## config.mk

```make
export PLATFORM = sky130hd
export DESIGN_NAME = sm83_irq_sched_flat
export DESIGN_NICKNAME = d
export VERILOG_FILES = /design/src/rtl/sm83_irq_sched_if.sv /design/src/rtl/sm83_irq_sched.sv /design/src/flat_wrapper.sv
export SDC_FILE = /design/constraint.sdc
export NUM_CORES = 1
export LEC_CHECK = 0
export ABC_AREA = 1
export CAP_MARGIN = 20
export CORE_UTILIZATION = 35
export DETAILED_ROUTE_END_ITERATION = 10
export PLACE_DENSITY = 0.59
export SLEW_MARGIN = 40
export SYNTH_ARGS = -nofsm -noshare
export SYNTH_HDL_FRONTEND = slang
export SYNTH_SLANG_ARGS = --single-unit
export TNS_END_PERCENT = 5
```

## constraint.sdc

```tcl
create_clock -name clk -period 1.6 [get_ports clk]
set_input_delay 0.24 -clock clk [delete_from_list [all_inputs] [get_ports clk]]
set_output_delay 0.24 -clock clk [all_outputs]
set_load 0.02 [all_outputs]
```

## src/rtl/sm83_irq_sched_if.sv

```systemverilog
// Bundle between sm83_irq_sched and its neighbours: peripheral irq lines, the IF/IE
// register port, and the instruction-boundary / dispatch signals shared with sm83_control.
interface sm83_irq_sched_if #(
  parameter int NUM_IRQS  = 5,
  parameter int WORD_SIZE = 8
);
  // Strobe semantics rather than valid/ready: ncyc qualifies insn_end/ei/di/reti/halt for
  // exactly one clk, reg_wr is a one-clk write pulse, and iack is a one-clk pulse that
  // the receiver must capture on the clk it is high (no back-pressure anywhere).
  logic                 ncyc;
  logic [NUM_IRQS-1:0]  irq;
  logic                 reg_sel;
  logic                 reg_wr;
  logic [WORD_SIZE-1:0] reg_din;
  logic [WORD_SIZE-1:0] reg_dout;
  logic                 insn_end;
  logic                 ei;
  logic                 di;
  logic                 reti;
  logic                 halt;
  logic                 irq_take;
  logic [2:0]           dispatch_m;
  logic [WORD_SIZE-1:0] vector;
  logic [NUM_IRQS-1:0]  iack;
  logic                 halted;
  logic                 ime;
  logic [1:0]           fsm_state;

  modport master (
    output ncyc, irq, reg_sel, reg_wr, reg_din, insn_end, ei, di, reti, halt,
    input  reg_dout, irq_take, dispatch_m, vector, iack, halted, ime, fsm_state
  );

  modport slave (
    input  ncyc, irq, reg_sel, reg_wr, reg_din, insn_end, ei, di, reti, halt,
    output reg_dout, irq_take, dispatch_m, vector, iack, halted, ime, fsm_state
  );
endinterface

```

## src/rtl/sm83_irq_sched.sv

```systemverilog
// sm83 interrupt scheduler: IF/IE/IME registers, EI delay, HALT wake-up and the
// 5-M-cycle dispatch sequencing with late vector selection.
module sm83_irq_sched #(
  parameter int NUM_IRQS  = 5,
  parameter int WORD_SIZE = 8
) (
  input  logic               clk,
  input  logic               n_reset,
  sm83_irq_sched_if.slave    bus
);
  localparam int IDX_W = (NUM_IRQS > 1) ? $clog2(NUM_IRQS) : 1;

  typedef enum logic [1:0] {
    ST_RUN  = 2'd0,
    ST_HALT = 2'd1,
    ST_DISP = 2'd2
  } state_t;

  state_t               state;
  logic [2:0]           m;
  logic [NUM_IRQS-1:0]  if_r;
  logic [NUM_IRQS-1:0]  irq_q;
  logic [NUM_IRQS-1:0]  iack_r;
  logic [WORD_SIZE-1:0] ie_r;
  logic [WORD_SIZE-1:0] vector_r;
  logic                 ime_r;
  logic                 ei_dly;

  logic [NUM_IRQS-1:0]  pending;
  logic                 any_pending;
  logic [NUM_IRQS-1:0]  sel_oh;
  logic [IDX_W-1:0]     sel_idx;
  logic [WORD_SIZE-1:0] vec_sel;
  logic                 boundary;
  logic                 promote;
  logic                 ime_chk;
  logic                 take_run;
  logic                 take_halt;
  logic                 enter_disp;
  logic                 resample;
  logic [NUM_IRQS-1:0]  clr_mask;
  logic [NUM_IRQS-1:0]  edge_set;
  logic [NUM_IRQS-1:0]  if_next;

  assign pending     = ie_r[NUM_IRQS-1:0] & if_r;
  assign any_pending = |pending;
  assign sel_oh      = pending & (~pending + 1'b1);

  always_comb begin
    sel_idx = '0;
    for (int i = NUM_IRQS - 1; i >= 0; i--) begin
      if (pending[i]) sel_idx = IDX_W'(i);
    end
  end

  assign vec_sel = WORD_SIZE'(8'h40) + (WORD_SIZE'(sel_idx) << 3);

  assign boundary = bus.ncyc & bus.insn_end & (state == ST_RUN);
  // A matured EI takes effect at this boundary, so it already counts for the entry check;
  // a fresh EI/DI/RETI on this instruction does not.
  assign promote    = ei_dly & ~bus.di & ~bus.ei & ~bus.reti;
  assign ime_chk    = ime_r | promote;
  assign take_run   = boundary & ~bus.halt & ime_chk & any_pending;
  assign take_halt  = bus.ncyc & (state == ST_HALT) & any_pending & ime_r;
  assign enter_disp = take_run | take_halt;
  assign resample   = bus.ncyc & (state == ST_DISP) & (m == 3'd2);

  // CPU write, then dispatch clear, then edge set: a fresh edge is never lost.
  assign clr_mask = resample ? sel_oh : '0;
  assign edge_set = bus.irq & ~irq_q;
  assign if_next  = (((bus.reg_wr & ~bus.reg_sel) ? bus.reg_din[NUM_IRQS-1:0] : if_r)
                     & ~clr_mask) | edge_set;

  always_ff @(posedge clk or negedge n_reset) begin
    if (!n_reset) begin
      if_r  <= '0;
      ie_r  <= '0;
      irq_q <= '0;
    end else begin
      if_r  <= if_next;
      irq_q <= bus.irq;
      if (bus.reg_wr && bus.reg_sel) ie_r <= bus.reg_din;
    end
  end

  always_ff @(posedge clk or negedge n_reset) begin
    if (!n_reset) begin
      ime_r  <= 1'b0;
      ei_dly <= 1'b0;
    end else if (enter_disp) begin
      ime_r  <= 1'b0;
      ei_dly <= 1'b0;
    end else if (boundary) begin
      if (bus.di) begin
        ime_r  <= 1'b0;
        ei_dly <= 1'b0;
      end else if (bus.reti) begin
        ime_r <= 1'b1;
      end else if (bus.ei) begin
        ei_dly <= 1'b1;
      end else if (ei_dly) begin
        ime_r  <= 1'b1;
        ei_dly <= 1'b0;
      end
    end
  end

  always_ff @(posedge clk or negedge n_reset) begin
    if (!n_reset) begin
      state    <= ST_RUN;
      m        <= 3'd0;
      vector_r <= '0;
      iack_r   <= '0;
    end else begin
      iack_r <= '0;
      case (state)
        ST_RUN: begin
          if (boundary) begin
            if (bus.halt) begin
              state <= ST_HALT;
            end else if (take_run) begin
              state <= ST_DISP;
              m     <= 3'd0;
            end
          end
        end
        ST_HALT: begin
          if (bus.ncyc && any_pending) begin
            state <= ime_r ? ST_DISP : ST_RUN;
            m     <= 3'd0;
          end
        end
        ST_DISP: begin
          if (bus.ncyc) begin
            m <= m + 3'd1;
            // Late pick after the PC-high push, which may have rewritten IE.
            if (m == 3'd2) begin
              vector_r <= any_pending ? vec_sel : '0;
              iack_r   <= sel_oh;
            end
            if (m == 3'd4) begin
              state <= ST_RUN;
              m     <= 3'd0;
            end
          end
        end
        default: begin
          state <= ST_RUN;
          m     <= 3'd0;
        end
      endcase
    end
  end

  assign bus.reg_dout   = bus.reg_sel ? ie_r
                                      : {{(WORD_SIZE-NUM_IRQS){1'b1}}, if_r};
  assign bus.irq_take   = (state == ST_DISP);
  assign bus.dispatch_m = (state == ST_DISP) ? m : 3'd0;
  assign bus.vector     = vector_r;
  assign bus.iack       = iack_r;
  assign bus.halted     = (state == ST_HALT);
  assign bus.ime        = ime_r;
  assign bus.fsm_state  = state;
endmodule

```

## src/flat_wrapper.sv

```systemverilog
// flat-port wrapper written by rule: the top's interface ports become plain ports
module sm83_irq_sched_flat 
#(
  parameter int NUM_IRQS  = 5,
  parameter int WORD_SIZE = 8
)
  (clk, n_reset, bus_ncyc, bus_irq, bus_reg_sel, bus_reg_wr, bus_reg_din, bus_insn_end, bus_ei, bus_di, bus_reti, bus_halt, bus_reg_dout, bus_irq_take, bus_dispatch_m, bus_vector, bus_iack, bus_halted, bus_ime, bus_fsm_state);
  sm83_irq_sched_if #(.NUM_IRQS(NUM_IRQS), .WORD_SIZE(WORD_SIZE)) bus_i ();
  input  logic clk;
  input  logic n_reset;
  input wire logic [$bits(bus_i.ncyc)-1:0] bus_ncyc;
  input wire logic [$bits(bus_i.irq)-1:0] bus_irq;
  input wire logic [$bits(bus_i.reg_sel)-1:0] bus_reg_sel;
  input wire logic [$bits(bus_i.reg_wr)-1:0] bus_reg_wr;
  input wire logic [$bits(bus_i.reg_din)-1:0] bus_reg_din;
  input wire logic [$bits(bus_i.insn_end)-1:0] bus_insn_end;
  input wire logic [$bits(bus_i.ei)-1:0] bus_ei;
  input wire logic [$bits(bus_i.di)-1:0] bus_di;
  input wire logic [$bits(bus_i.reti)-1:0] bus_reti;
  input wire logic [$bits(bus_i.halt)-1:0] bus_halt;
  output wire logic [$bits(bus_i.reg_dout)-1:0] bus_reg_dout;
  output wire logic [$bits(bus_i.irq_take)-1:0] bus_irq_take;
  output wire logic [$bits(bus_i.dispatch_m)-1:0] bus_dispatch_m;
  output wire logic [$bits(bus_i.vector)-1:0] bus_vector;
  output wire logic [$bits(bus_i.iack)-1:0] bus_iack;
  output wire logic [$bits(bus_i.halted)-1:0] bus_halted;
  output wire logic [$bits(bus_i.ime)-1:0] bus_ime;
  output wire logic [$bits(bus_i.fsm_state)-1:0] bus_fsm_state;
  assign bus_i.ncyc = bus_ncyc;
  assign bus_i.irq = bus_irq;
  assign bus_i.reg_sel = bus_reg_sel;
  assign bus_i.reg_wr = bus_reg_wr;
  assign bus_i.reg_din = bus_reg_din;
  assign bus_i.insn_end = bus_insn_end;
  assign bus_i.ei = bus_ei;
  assign bus_i.di = bus_di;
  assign bus_i.reti = bus_reti;
  assign bus_i.halt = bus_halt;
  assign bus_reg_dout = bus_i.reg_dout;
  assign bus_irq_take = bus_i.irq_take;
  assign bus_dispatch_m = bus_i.dispatch_m;
  assign bus_vector = bus_i.vector;
  assign bus_iack = bus_i.iack;
  assign bus_halted = bus_i.halted;
  assign bus_ime = bus_i.ime;
  assign bus_fsm_state = bus_i.fsm_state;
  sm83_irq_sched #(.NUM_IRQS(NUM_IRQS), .WORD_SIZE(WORD_SIZE)) u_core (.clk(clk), .n_reset(n_reset), .bus(bus_i));
endmodule
```

# [Word-level counts from Yosys, hierarchy flattened]
# Cells that the tools add are included.
# Widths: inputs -> output; s select.
[classes] eq_ne=13 n_shift=0 n_addsub=3 reduce_logical=11 n_mul=0 div_mod_pow=0 order_cmp=0 bitwise_logic=29 mux=39
[ops] op="$mux 3" n=12
[ops] op="$mux 5" n=5
[ops] op="$and 5x5->5" n=4
[ops] op="$mux 8" n=2
[ops] op="$not 5->5" n=3
[ops] op="$and 1x1->1" n=14
[ops] op="$mux 2" n=7
[ops] op="$mux 1" n=11
[ops] op="$reduce_and 5->1" n=2
[ops] op="$pmux 3 s3" n=1
[ops] op="$add 7x6->8 const A" n=1
[ops] op="$ne 2x1->1 const B" n=4
[ops] op="$ne 3x2->1 const B" n=2
[ops] op="$pmux 2 s3" n=1
[ops] op="$reduce_and 3->1" n=2
[ops] op="$add 5x1->5 const B" n=1
[ops] op="$not 1->1" n=5
[ops] op="$or 5x5->5" n=1
[ops] op="$reduce_or 5->1" n=1
[ops] op="$ne 2x2->1 const B" n=2
[ops] op="$ne 4x1->1 const B" n=1
[ops] op="$reduce_bool 4->1" n=1
[ops] op="$add 3x1->3 const B" n=1
[ops] op="$eq 3x2->1 const B" n=1
[ops] op="other kinds (8)" n=10
[word_totals] input_bits=23 latchBits=0 mem_bits_ro=0 memories=0 word_cells=104 ff_bits=38 mem_bits_rw=0 out_inout_bits=29

# [Logic depth before layout (Yosys ltp)]
[logic_depth] depth_word=11 mapped_depth=10 mapped_depth_nobuf=10

# [Worst setup path before layout]
# OpenSTA, ideal clock, no wires.
[synth_timing] path_kind="register to register" startpoint="register u_core.state[0] (netlist: u_core.bus.fsm_state[0])" endpoint="register u_core.m[0]" path_buffers=0 setup_ns=0.117 path_stages_with_launch=8 arrival_ns=1.358 synth_period_minus_slack_ns=1.474 slack_ns=0.126 required_ns=1.483 cell_sequence="dfrtp_1 > inv_1 > nor2_1 > nand2_1 > nand2_1 > nor2_4 > nand2_1 > nand2_1"
[synth_via] elab_cells_between_ends=14 classes_between="eq/ne (7); mux (1); bitwise (4); reduce/logical (2)"
[synth_rtl] element="from (decl)" line="sm83_irq_sched.sv:19" rtl="state_t state;"
[synth_rtl] element="from (signal assigned)" line="sm83_irq_sched.sv:129" rtl="state <= ime_r ? ST_DISP : ST_RUN;"
[synth_rtl] element="$eq 2x1->1 *"
[synth_rtl] element="named net bus_halted" line="flat_wrapper.sv:26" rtl="output wire logic [$bits(bus_i.halted)-1:0] bus_halted;"
[synth_rtl] element="$ne 2x1->1 (no source line)"
[synth_rtl] element="$reduce_and 5->1 (no source line)"
[synth_rtl] element="to (signal assigned)" line="sm83_irq_sched.sv:135" rtl="m <= m + 3'd1;"
[synth_rtl] element="to (decl)" line="sm83_irq_sched.sv:20" rtl="logic [2:0] m;"
# Mark *: on every way through the listed nets, which the timed path passes. The rest lies on a longest branch.
# A chain may end at the register's enable or synchronous reset.

# [Final worst setup path]
[layout_timing] startpoint="register u_core.ime_r (netlist: u_core.bus.ime)" endpoint="output bus_ime"
[layout_rtl] element="from (decl)" line="sm83_irq_sched.sv:26" rtl="logic ime_r;"
[layout_rtl] element="from (signal assigned)" line="sm83_irq_sched.sv:88" rtl="ime_r <= 1'b0;"
[layout_rtl] element="from (signal assigned)" line="sm83_irq_sched.sv:91" rtl="ime_r <= 1'b0;"
[layout_rtl] element="from (signal assigned)" line="sm83_irq_sched.sv:95" rtl="ime_r <= 1'b0;"
[layout_rtl] element="to (decl)" line="flat_wrapper.sv:27" rtl="output wire logic [$bits(bus_i.ime)-1:0] bus_ime;"
# No word-level cell between the ends.

==> metrics.cfg <==
[outcome]
outcome=finished clean

[placed_design]
dpl_worst_slack_ns=-0.353
place_area_mm2=0.00238
place_hpwl_um=2840
place_congestion=0.795
io_buffers=47

[layout]
antennaDiodeCount=0
mostFrequentLayoutCell=nand2_1
area_growth_pct=42.4
fillers=459
final_area_mm2=0.00248
layout_common_cells=59 x nand2_1, 34 x dfrtp_1, 31 x clkdlybuf4s50_1
layout.nets=300
drive_gt1_frac=0.185

[clock_network]
postCtsSetupBuffers=0
tritoncts.num_buffers=5
clockBufferDepth=2
ctsHoldBuffers=0
clk_latency_ns=0.29
cts-htree-levels=2
cts_tree=yes
cts.sinks=34
cts-root-buf=clkbuf_8
clk_pin_slew_ns=0.07

[critical_path]
worstSetupPathType=reg -> out
worstSetupStartpointType=register
crit_chain=clkdlybuf4s50_1
crit_family=buffers and inverters
cp_max_fo=4
slowest_stage=clkdlybuf4s50_1
end_kind=output port
cp_num_buf_inv=1
arrival_ns=1.30
worstPathRequired_ns=1.36
crit_path_max_incr_delay_ns=0.62

[synthesis]
ys_ff_latch=34
synthAdderAreaFrac=0.0216
synth_compound_gate_area_share=0.0835
yosysSeqAreaShare=0.489
synth_top_family_by_area=simple AND/OR/NAND/NOR gates
synth.area.mux_share=0.0324
syn_avg_cell_area_um2=8.40
yosys_warnings=0
syn_inst=207
synth_area_mm2=0.00174
yosys.area_share.xor_xnor=0.00504
yosys.cell_types.count=32
synthSimpleGateAreaFrac=0.272

[route]
drc=0
avgRoutedWirePerCell_um=10.7
drt_wl_total_um=3650
ant_nets=0
vias=1460
vias_per_cell=4.27
drtIter0Drc=53
dr.pass1.iters=4

[pwr]
peakVddDrop_uv=527
p_leak_nw=1.26
p_seq_frac=0.374
p_comb_frac=0.402
power_frac_clock=0.223
intPower_mw=1.87
powerDensity_mw_per_mm2=1190
p_switching_mw=1.08
swShare=0.366

[sta]
drv_slew=0
setup_viol=0
layout_setup_ws_ns=0.0644
clock_skew_ns=0.00758
fin_tns_setup_ns=0
rsz0062_at_grt=yes
period_minus_slack_ns=1.54
hold_viol_final=0
fmax_mhz=651
min_period_over_period=0.960

[die]
rows=25
top_level_ports=52
core_mm2=0.00475
dieArea_mm2=0.00525
die_h_um=72.5
start_util=0.366
die_w_um=72.5

[flow_run]
maxCapViolCount=0

[grt]
grt_use_total=0.158
grt_pass1_wl_um=6350
overflow=0
grt_pass1_vias=1411
grt_max_degree=35
antenna_found_initial=0

[min_path]
hold_class=in -> async

[what timing repair did]
| action | CTS | global route |
|---|---|---|
| pin swaps | 0 | 1 |
| setup endpoints to repair | 15 | 9 |
| resized for setup | 19 | 6 |
[registers in the layout, indices dropped and copies added, names as in the netlist]
register              count
u_core.bus.fsm_state      2
u_core.irq_q              5
u_core.ei_dly             1
u_core.bus.iack           5
u_core.m                  3
u_core.if_r               5
u_core.ie_r               8
u_core.bus.ime            1
u_core.bus.vector         4
[final timing paths]
path                                  from                       to  slack (ns)  cells past startpoint
max in group asynchronous          n_reset  u_core.bus.fsm_state[0]        0.92                      2
hold reg to reg            u_core.irq_q[3]           u_core.if_r[3]        0.41                      1
setup reg to reg               u_core.m[0]           u_core.if_r[3]        0.11                      9
hold / removal                     n_reset            u_core.ei_dly        0.35                      2
min in group clk                bus_irq[4]          u_core.irq_q[4]        0.41                      1
setup / recovery            u_core.bus.ime                  bus_ime        0.06                      1
[cell usage after synthesis]
cell type,n,area [um2]
a21oi_1,1,5.00
a22oi_1,1,7.51
a32oi_1,1,8.76
buf_2,2,10.0
buf_4,4,30.0
clkinv_4,1,8.76
conb_1,1,3.75
dfrtp_1,34,851
ha_1,3,37.5
inv_1,28,105
inv_2,1,3.75
inv_4,1,6.26
mux2_2,5,56.3
nand2_1,59,221
nand2_2,1,6.26
nand2_4,1,11.3
nand3_1,7,35.0
nand3b_1,1,7.51
nand3b_4,1,20.0
nand4_1,2,12.5
nor2_1,15,56.3
nor2_2,6,37.5
nor2_4,3,33.8
o21a_1,1,7.51
o21ai_0,13,65.1
o21ai_1,2,10.0
o21bai_1,2,15.0
o22ai_1,3,18.8
o31ai_1,1,7.51
or2_1,1,6.26
or2_2,4,25.0
xor2_1,1,8.76
[logic make-up (layout without fill, tap and decap cells)]
logic type,Yosys count,after routing
buffers and inverters,37,102
adder cells (fa/ha/maj),3,3
AND/OR/NAND/NOR,101,101
other,1,4
flip-flops,34,34
AO/OA/AOI/OAI,25,25
multiplexers,5,5
XOR/XNOR,1,1
[final cells by class]
| type | instances | area (um2) | share of cell area |
|---|---|---|---|
| inverter | 31 | 124 | 0.0500 |
| sequential | 34 | 851 | 0.343 |
| timing repair buffer | 63 | 578 | 0.233 |
| clock inverter | 2 | 12.5 | 0.00505 |
| multi-input combinational | 139 | 746 | 0.301 |
| clock buffer | 6 | 82.6 | 0.0333 |
| tap | 67 | 83.8 | 0.0338 |
[power groups by stage]
stage / Clock [mW] / Combinational [mW] / Sequential (mW)
after detailed placement: 0 / 1.22 / 1.12
after CTS: 0.674 / 1.17 / 1.10
after global placement: 0 / 1.20 / 1.12
after global routing: 0.713 / 1.32 / 1.12
final: 0.658 / 1.18 / 1.10
after floorplan: 0 / 0.597 / 1.20
[metal layers]
metal,vias up,global-route usage,part of all wire
li1,774,-,-
met1,646,0.213,0.49
met2,34,0.239,0.44
met3,6,0.0514,0.053
met4,0,0.0523,0.015
met5,-,0,0
[metrics by stage]
stage               instances  utilization  total power [mW]  hold WS (ns)
floorplan                 210            -              1.80       -0.0556
global placement          334        0.502              2.32         0.395
detailed placement        334        0.502              2.33         0.404
CTS                       342        0.518              2.94         0.375
global route              342        0.521              3.16         0.407
finish                    342        0.521              2.95         0.353
Power figures use the tool's default switching activity.
